### src/rtl/cpu_tx_fifo.sv
// CPU-bus transmit FIFO: the CPU pushes bytes through a DATA register and a
// valid/ready stream drains them, with status/count/threshold/control registers and an interrupt.
module cpu_tx_fifo #(
    parameter int DEPTH    = 16,
    parameter int AF_RESET = 12
) (
    input  logic       clk,
    input  logic       rst,
    input  logic       CS,
    input  logic       Rd_Wr,
    input  logic [3:0] Addr,
    input  logic [7:0] DataIn,
    output logic [7:0] DataOut,
    output logic [7:0] out_data,
    output logic       out_valid,
    input  logic       out_ready,
    output logic       irq
);

    localparam int AW = (DEPTH > 1) ? $clog2(DEPTH) : 1;
    localparam int CW = AW + 1;

    localparam logic [3:0] ADDR_DATA   = 4'h0;
    localparam logic [3:0] ADDR_STATUS = 4'h1;
    localparam logic [3:0] ADDR_COUNT  = 4'h2;
    localparam logic [3:0] ADDR_THRESH = 4'h3;
    localparam logic [3:0] ADDR_CTRL   = 4'h4;

    logic [7:0]    mem_q [DEPTH];
    logic [AW-1:0] wr_ptr_q, wr_ptr_d;
    logic [AW-1:0] rd_ptr_q, rd_ptr_d;
    logic [CW-1:0] count_q, count_d;
    logic [7:0]    thresh_q, thresh_d;
    logic          ie_q, ie_d;
    logic          ovf_q, ovf_d;
    logic          udf_q, udf_d;
    logic [7:0]    data_out_q, data_out_d;
    logic          irq_q, irq_d;

    logic       wr_acc, rd_acc;
    logic       full, empty, almost_full;
    logic       push, pop, flush;
    logic [7:0] rd_val;

    assign wr_acc      = CS & ~Rd_Wr;
    assign rd_acc      = CS & Rd_Wr;
    assign full        = (count_q == CW'(DEPTH));
    assign empty       = (count_q == '0);
    // Compared at 9 bits so a threshold above DEPTH simply never trips.
    assign almost_full = (9'(count_q) >= 9'(thresh_q));

    assign flush = wr_acc && (Addr == ADDR_CTRL) && DataIn[0];
    assign push  = wr_acc && (Addr == ADDR_DATA) && !full;
    assign pop   = out_valid && out_ready;

    assign out_valid = !empty;
    assign out_data  = mem_q[rd_ptr_q];
    assign DataOut   = data_out_q;
    assign irq       = irq_q;

    always_comb begin
        rd_val = 8'h00;
        case (Addr)
            ADDR_STATUS: rd_val = {3'b000, udf_q, ovf_q, almost_full, full, empty};
            ADDR_COUNT:  rd_val = 8'(count_q);
            ADDR_THRESH: rd_val = thresh_q;
            ADDR_CTRL:   rd_val = {7'b0000000, ie_q};
            default:     rd_val = 8'h00;
        endcase
    end

    always_comb begin
        wr_ptr_d   = wr_ptr_q;
        rd_ptr_d   = rd_ptr_q;
        count_d    = count_q;
        thresh_d   = thresh_q;
        ie_d       = ie_q;
        ovf_d      = ovf_q;
        udf_d      = udf_q;
        data_out_d = data_out_q;
        irq_d      = ie_q & (almost_full | ovf_q);

        if (flush) begin
            wr_ptr_d = '0;
            rd_ptr_d = '0;
            count_d  = '0;
        end else begin
            if (push) wr_ptr_d = wr_ptr_q + AW'(1);
            if (pop)  rd_ptr_d = rd_ptr_q + AW'(1);
            case ({push, pop})
                2'b10:   count_d = count_q + CW'(1);
                2'b01:   count_d = count_q - CW'(1);
                default: count_d = count_q;
            endcase
        end

        if (wr_acc && (Addr == ADDR_DATA) && full) ovf_d = 1'b1;
        if (wr_acc && (Addr == ADDR_THRESH))       thresh_d = DataIn;
        if (wr_acc && (Addr == ADDR_CTRL)) begin
            ie_d = DataIn[2];
            if (DataIn[1]) begin
                ovf_d = 1'b0;
                udf_d = 1'b0;
            end
        end

        if (rd_acc) begin
            data_out_d = rd_val;
            if (Addr == ADDR_DATA) udf_d = 1'b1;
        end
    end

    always_ff @(posedge clk or posedge rst) begin
        if (rst) begin
            wr_ptr_q   <= '0;
            rd_ptr_q   <= '0;
            count_q    <= '0;
            thresh_q   <= 8'(AF_RESET);
            ie_q       <= 1'b0;
            ovf_q      <= 1'b0;
            udf_q      <= 1'b0;
            data_out_q <= 8'h00;
            irq_q      <= 1'b0;
        end else begin
            wr_ptr_q   <= wr_ptr_d;
            rd_ptr_q   <= rd_ptr_d;
            count_q    <= count_d;
            thresh_q   <= thresh_d;
            ie_q       <= ie_d;
            ovf_q      <= ovf_d;
            udf_q      <= udf_d;
            data_out_q <= data_out_d;
            irq_q      <= irq_d;
        end
    end

    // Storage has no reset; contents are only observable while out_valid is high.
    always_ff @(posedge clk) begin
        if (push) mem_q[wr_ptr_q] <= DataIn;
    end

endmodule

### config.mk
export PLATFORM = sky130hd
export DESIGN_NAME = cpu_tx_fifo
export DESIGN_NICKNAME = d
export VERILOG_FILES = /design/src/rtl/cpu_tx_fifo.sv
export SDC_FILE = /design/constraint.sdc
export NUM_CORES = 1
export LEC_CHECK = 0
export CORE_MARGIN = 1.5
export CORE_UTILIZATION = 50
export DETAILED_ROUTE_END_ITERATION = 8
export PLACE_DENSITY_LB_ADDON = 0.08
export SLEW_MARGIN = 20
export SYNTH_ARGS = -nofsm -noshare
export SYNTH_HDL_FRONTEND = slang
export SYNTH_SLANG_ARGS = --single-unit
### constraint.sdc
create_clock -name clk -period 3.7 [get_ports clk]
set_input_delay 0.925 -clock clk [delete_from_list [all_inputs] [get_ports clk]]
set_output_delay 0.925 -clock clk [all_outputs]
set_load 0.1 [all_outputs]
==> results.json, run 1 <==
{
  "run_status": "finished clean",
  "critPathTopFamily": "multiplexers",
  "p_comb_frac": 0.356,
  "grt_remaining_overflow": 0,
  "rsz0062_at_grt": "false",
  "p_int_uw": 4330,
  "numClockSinks": 161,
  "cts_setup_buffers": 0,
  "fin_crit_ns": 3.49,
  "dr_wl_met3_um": 467,
  "hold_class": "reg -> reg",
  "max_freq_mhz": 287,
  "pwr-share-seq": 0.347,
  "dieArea_sq_mm": 0.0145,
  "synthAdderAreaFrac": 0.0200,
  "ys_async_sr_fraction": 0.205,
  "ys.flop_type": "edfxtp_1",
  "setup_viol": 0,
  "dp.cells": 630,
  "clockBufferDepth": 2,
  "finClkSkew_ns": 0.00698,
  "fin_area_sq_mm": 0.00835,
  "synth_edf_count": 128,
  "drt-total-wl_um": 14200,
  "fp.dieW_um": 120,
  "synth_top_family_by_area": "multiplexers",
  "cp_slowest_cell": "dfrtp_2",
  "cts_tree": "done",
  "grt_pass1_wl_um": 22300,
  "final_nets": 501,
  "wl_met2_um": 6860,
  "crit_path_end_kind": "output pin",
  "slew_headroom": 0.343,
  "vias_per_cell": 5.76,
  "drtAntennaViolNets": 0,
  "crit_fanout": 14,
  "worst_pin_slew_ns": 0.983,
  "clkPwrFrac": 0.297,
  "yosysSeqAreaShare": 0.680,
  "grt_antenna_before_repair": 0,
  "vdd_drop_max_v": 0.000308,
  "grt_pass1_vias": 3838,
  "regArea_sq_mm": 0.00467,
  "highest_layer": "met4",
  "fp-row-count": 42,
  "startpoint_type": "flop",
  "synth.ff_latch_count": 161,
  "htree_levels": 4,
  "path_class": "reg -> out",
  "crit_chain": "buf_12, mux4_2, mux4_2, buf_12",
  "p_leak_uw": 0.00297,
  "slew_viol_final": 0,
  "cts_resized": 0,
  "drtPass1Iterations": 4,
  "drt-initial-drc-count": 352,
  "syn_avg_cell_area_sq_um": 16.8,
  "fin_hold_ws_ns": 0.485,
  "fin_ws_ns": 0.213,
  "syn-num-nets": 436,
  "critical_path_arrival_ns": 2.56,
  "yosysWarnings": 0,
  "synthCells": 408,
  "synth_compound_area_frac": 0.0415,
  "n_antenna_cell": 0,
  "num_vias": 3815,
  "io-pin-count": 35,
  "start_util": 0.515,
  "routedWlPerCell_um": 21.4,
  "cts_hold_buf": 0,
  "critPathMaxStageDelay_ns": 0.63,
  "grt_start_max_net_pins": 34,
  "cts_root_buf": "clkbuf_16",
  "synthToLayoutAreaGrowth_pct": 21.4,
  "track_usage": 0.212,
  "cp_data_required_time_ns": 2.77,
  "core_sq_mm": 0.0133,
  "switching_share": 0.339,
  "syn_area_sq_mm": 0.00687,
  "layout-drive-gt1-share": 0.272,
  "muxShareOfSynthArea": 0.145,
  "multi_input_area_sq_mm": 0.00205,
  "insertion_delay_ns": 0.42,
  "critical_path_buf_inv_count": 2,
  "post-dp-hpwl_um": 9540,
  "pre_cts_slack_ns": -0.0111,
  "die_y_um": 120,
  "met1_length_um": 6630,
  "cap_viol_max_count": 0,
  "path_clk_slew_ns": 0.06,
  "p_sw_uw": 2220,
  "hold_viol": 0,
  "fin_crit_sh": 0.943,
  "synth_xor_area_frac": 0.0102,
  "portBuffers": 34,
  "cts_made_buffers": 17,
  "place_area_sq_mm": 0.00768,
  "yosys.area_share.simple": 0.0806,
  "p_per_area_mw_per_mm2": 785,
  "gp_congestion": 0.828,
  "synth_cell_type_count": 54,
  "finalNonFillerCells": 662,
  "fillers": 1006,
  "drc": 0
}
[cell type report]
cell class | instances | area share
clock buffer | 17 | 0.0510
clock inverter | 15 | 0.0288
sequential | 161 | 0.560
timing repair buffer | 66 | 0.0819
multi-input combinational | 212 | 0.245
tap | 176 | 0.0264
inverter | 15 | 0.00675
[per-stage QoR]
step,power [uW],TNS (ns),util
after floorplan,3920,0,-
after global placement,4650,0,0.575
after detailed placement,4670,-0.0111,0.575
after CTS,6610,0,0.625
after global routing,6810,0,0.625
final,6550,0,0.625
[path summary, 6_finish.rpt]
path / slack [ns] / start / depth (start not counted) / end
setup / recovery: 0.21 / rd_ptr_q[0] / 4 / out_data[4]
hold / removal: 0.49 / DataOut[3] / 2 / DataOut[3]
setup reg to reg: 0.68 / count_q[0] / 11 / count_q[4]
hold reg to reg: 0.49 / DataOut[3] / 2 / DataOut[3]
max in group asynchronous: 2.45 / rst / 3 / thresh_q[3]
min in group asynchronous: 0.90 / rst / 3 / wr_ptr_q[2]
[cells by family (layout without fill, tap and decap cells)]
kind of cell	Yosys count	after routing
flops	161	161
compound gates	39	39
buf+inv	35	113
simple gates	105	105
mux	49	49
xor+xnor	8	8
fa+ha+maj	11	11
[flip-flops by register name, indices dropped and copies added (netlist names)]
name,cells
count_q,5
DataOut,8
thresh_q,8
mem_q,128
wr_ptr_q,4
rd_ptr_q,4
irq,1
udf_q,1
ovf_q,1
ie_q,1
[power by group through the flow]
stage / combinational [uW] / sequential (uW) / clock, uW
4_1_cts: 2360 / 2270 / 1980
3_3_place_gp: 2340 / 2310 / 0
6_report: 2330 / 2270 / 1950
5_1_grt: 2460 / 2300 / 2050
3_5_place_dp: 2360 / 2310 / 0
2_1_floorplan: 1710 / 2210 / 0
[synth_stat cells, types with 4 or more instances]
master    number  area, sq um
edfxtp_1     128         3840
mux4_2        40          901
dfrtp_1       31          776
nand2_1       28          105
nor2_1        25         93.8
inv_1         15         56.3
o21ai_0       12         60.1
ha_1          11          138
and2_1        10         62.6
clkbuf_1      10         37.5
nor3_1        10         50.1
nand3_1        8         40.0
buf_2          7         35.0
mux2_2         7         78.8
xor2_1         5         43.8
a21oi_1        4         20.0
[cells in the final DEF, fill, tap and decap left out, types with 3 or more instances in the layout]
master	n
nand3_1	8
dfrtp_1	30
bufinv_16	6
o21ai_0	12
inv_1	15
nand2_1	28
clkdlybuf4s50_1	25
clkbuf_16	17
nor3_1	10
clkinv_2	3
buf_12	10
a21oi_1	4
a22oi_1	3
xor2_1	5
a22o_1	3
clkinv_4	3
nor2_1	25
edfxtp_1	128
buf_4	31
mux2_2	7
mux4_2	40
xnor2_1	3
and2_1	10
ha_1	11
[worst reg2reg max path, stage by stage, from the launching register on]
cell	delay (ns)
dfrtp_1	0.50
or4_1	0.64
o21ai_4	0.24
nor2_1	0.10
xor2_1	0.15
ha_1	0.23
a21oi_1	0.16
a311oi_1	0.08
a2111oi_0	0.43
buf_4	0.18
nor3_1	0.04
nor3_1	0.19
[layer usage]
metal	up-vias	global-route usage
li1	1725	-
met1	1986	0.310
met5	-	0
met3	17	0.0406
met2	87	0.328
met4	0	0.0699
No activity file was read; power rests on OpenSTA's default activity.
==> run 2: changes to the inputs <==
SKIP_CTS_REPAIR_TIMING = 1   (was not set)
clock period = 4.5 ns   (was 3.7 ns; I/O delays follow)
==> results.json, run 2 (same netlist as run 1, synthesis figures left out) <==
{
  "run_status": "finished clean",
  "cp_data_required_time_ns": 3.38,
  "fin_crit_sh": 0.835,
  "p_per_area_mw_per_mm2": 620,
  "regMostFlops": "mem_q",
  "synthToLayoutAreaGrowth_pct": 17.3,
  "slew_headroom": 0.342,
  "place_area_sq_mm": 0.00746,
  "slew_viol_final": 0,
  "insertion_delay_ns": 0.42,
  "grt_pass1_wl_um": 21800,
  "gp_congestion": 0.865,
  "fillers": 1037,
  "post-dp-hpwl_um": 9130,
  "finClkSkew_ns": 0.00674,
  "cts_made_buffers": 17,
  "num_vias": 3653,
  "dieArea_sq_mm": 0.0145,
  "routedWlPerCell_um": 21.1,
  "final_nets": 486,
  "core_sq_mm": 0.0133,
  "fp-row-count": 42,
  "n_antenna_cell": 0,
  "setup_viol": 0,
  "tns_ns": 0,
  "critPathLaunch": "count_q[1]",
  "min_from": "DataOut[1]",
  "start_util": 0.515,
  "p_leak_uw": 0.00283,
  "final_core_util": 0.604,
  "timing.rr.start": "count_q[1]",
  "rsz0062_at_grt": "false",
  "fp.dieW_um": 120,
  "drt-total-wl_um": 13600,
  "grt_antenna_before_repair": 0,
  "crit_fanout": 11,
  "startpoint_type": "flop",
  "hold_class": "reg -> reg",
  "layout_common_cells": "edfxtp_1 (128), mux4_2 (40), dfrtp_1 (30)",
  "crit_path_end_kind": "output pin",
  "io-pin-count": 35,
  "track_usage": 0.209,
  "max_freq_mhz": 266,
  "drc": 0,
  "cts_root_buf": "clkbuf_16",
  "path_class": "reg -> out",
  "cts_tree": "done",
  "drt-initial-drc-count": 241,
  "grt_start_max_net_pins": 36,
  "grt_pass1_vias": 3797,
  "critical_path_arrival_ns": 2.63,
  "largest_reg_flops": 128,
  "fin_area_sq_mm": 0.00806,
  "drtAntennaViolNets": 0,
  "die_y_um": 120,
  "layout-drive-gt1-share": 0.248,
  "grt_remaining_overflow": 0,
  "portBuffers": 34,
  "drtPass1Iterations": 4,
  "layout_commonest_cell": "edfxtp_1",
  "fin_crit_ns": 3.76,
  "numClockSinks": 161,
  "htree_levels": 4,
  "hold_viol": 0,
  "vias_per_cell": 5.65,
  "vdd_drop_max_v": 0.000316,
  "clockBufferDepth": 2,
  "cap_viol_max_count": 0,
  "worst_pin_slew_ns": 0.983,
  "path_clk_slew_ns": 0.06
}
## run 2: changes by cell type in the layout (fill, tap and decap cells not counted), sizes merged
cell / delta
bufinv: -3
clkdlybuf4s50: +1
clkinv: -2
buf: -16
inv: +5
## run 2: layout make-up
| class | instances | area [sq um] | share of cell area |
|---|---|---|---|
| sequential | 161 | 4670 | 0.580 |
| multi-input combinational | 212 | 2050 | 0.254 |
| timing repair buffer | 51 | 460 | 0.0571 |
| clock buffer | 17 | 425 | 0.0528 |
| tap | 176 | 220 | 0.0273 |
| clock inverter | 15 | 181 | 0.0225 |
| inverter | 15 | 56.3 | 0.00698 |
## run 2: critical path: stages (launching register included)
cell and delay (ns):
dfrtp_1 0.53, nor4_4 0.49, nand2b_1 0.18, clkdlybuf4s50_1 1.00
## run 2: worst paths after layout
kind,to,slack (ns),depth (start not counted)
worst max-delay path,out_valid,0.74,3
worst min-delay path,DataOut[1],0.49,2
worst max register to register,count_q[4],1.43,10
worst min register to register,DataOut[1],0.49,2
max in group asynchronous,thresh_q[3],3.06,3
min in group asynchronous,wr_ptr_q[3],1.09,3
## run 2: power breakdown
part	leakage (uW)	switching [uW]	internal, uW
Sequential	0.00157	166	1690
Combinational	0.000967	1050	625
Clock	0.000295	590	879
## run 2: per-layer routing
layer	track usage	vias to the layer above	wire length (um)
met5	0	-	0
met4	0.0662	0	86
met3	0.0443	9	687
met2	0.329	75	6700
met1	0.298	1873	6170
li1	-	1696	-
## run 2: stage by stage
step	setup slack (ns)	total power, uW	hold slack, ns	cells
after CTS	0.728	5050	0.495	647
final	0.742	5000	0.485	647
after detailed placement	0.459	3580	0.477	615
after floorplan	0.982	3220	0.448	408
after global placement	0.509	3570	0.472	615
after global routing	0.566	5210	0.511	647
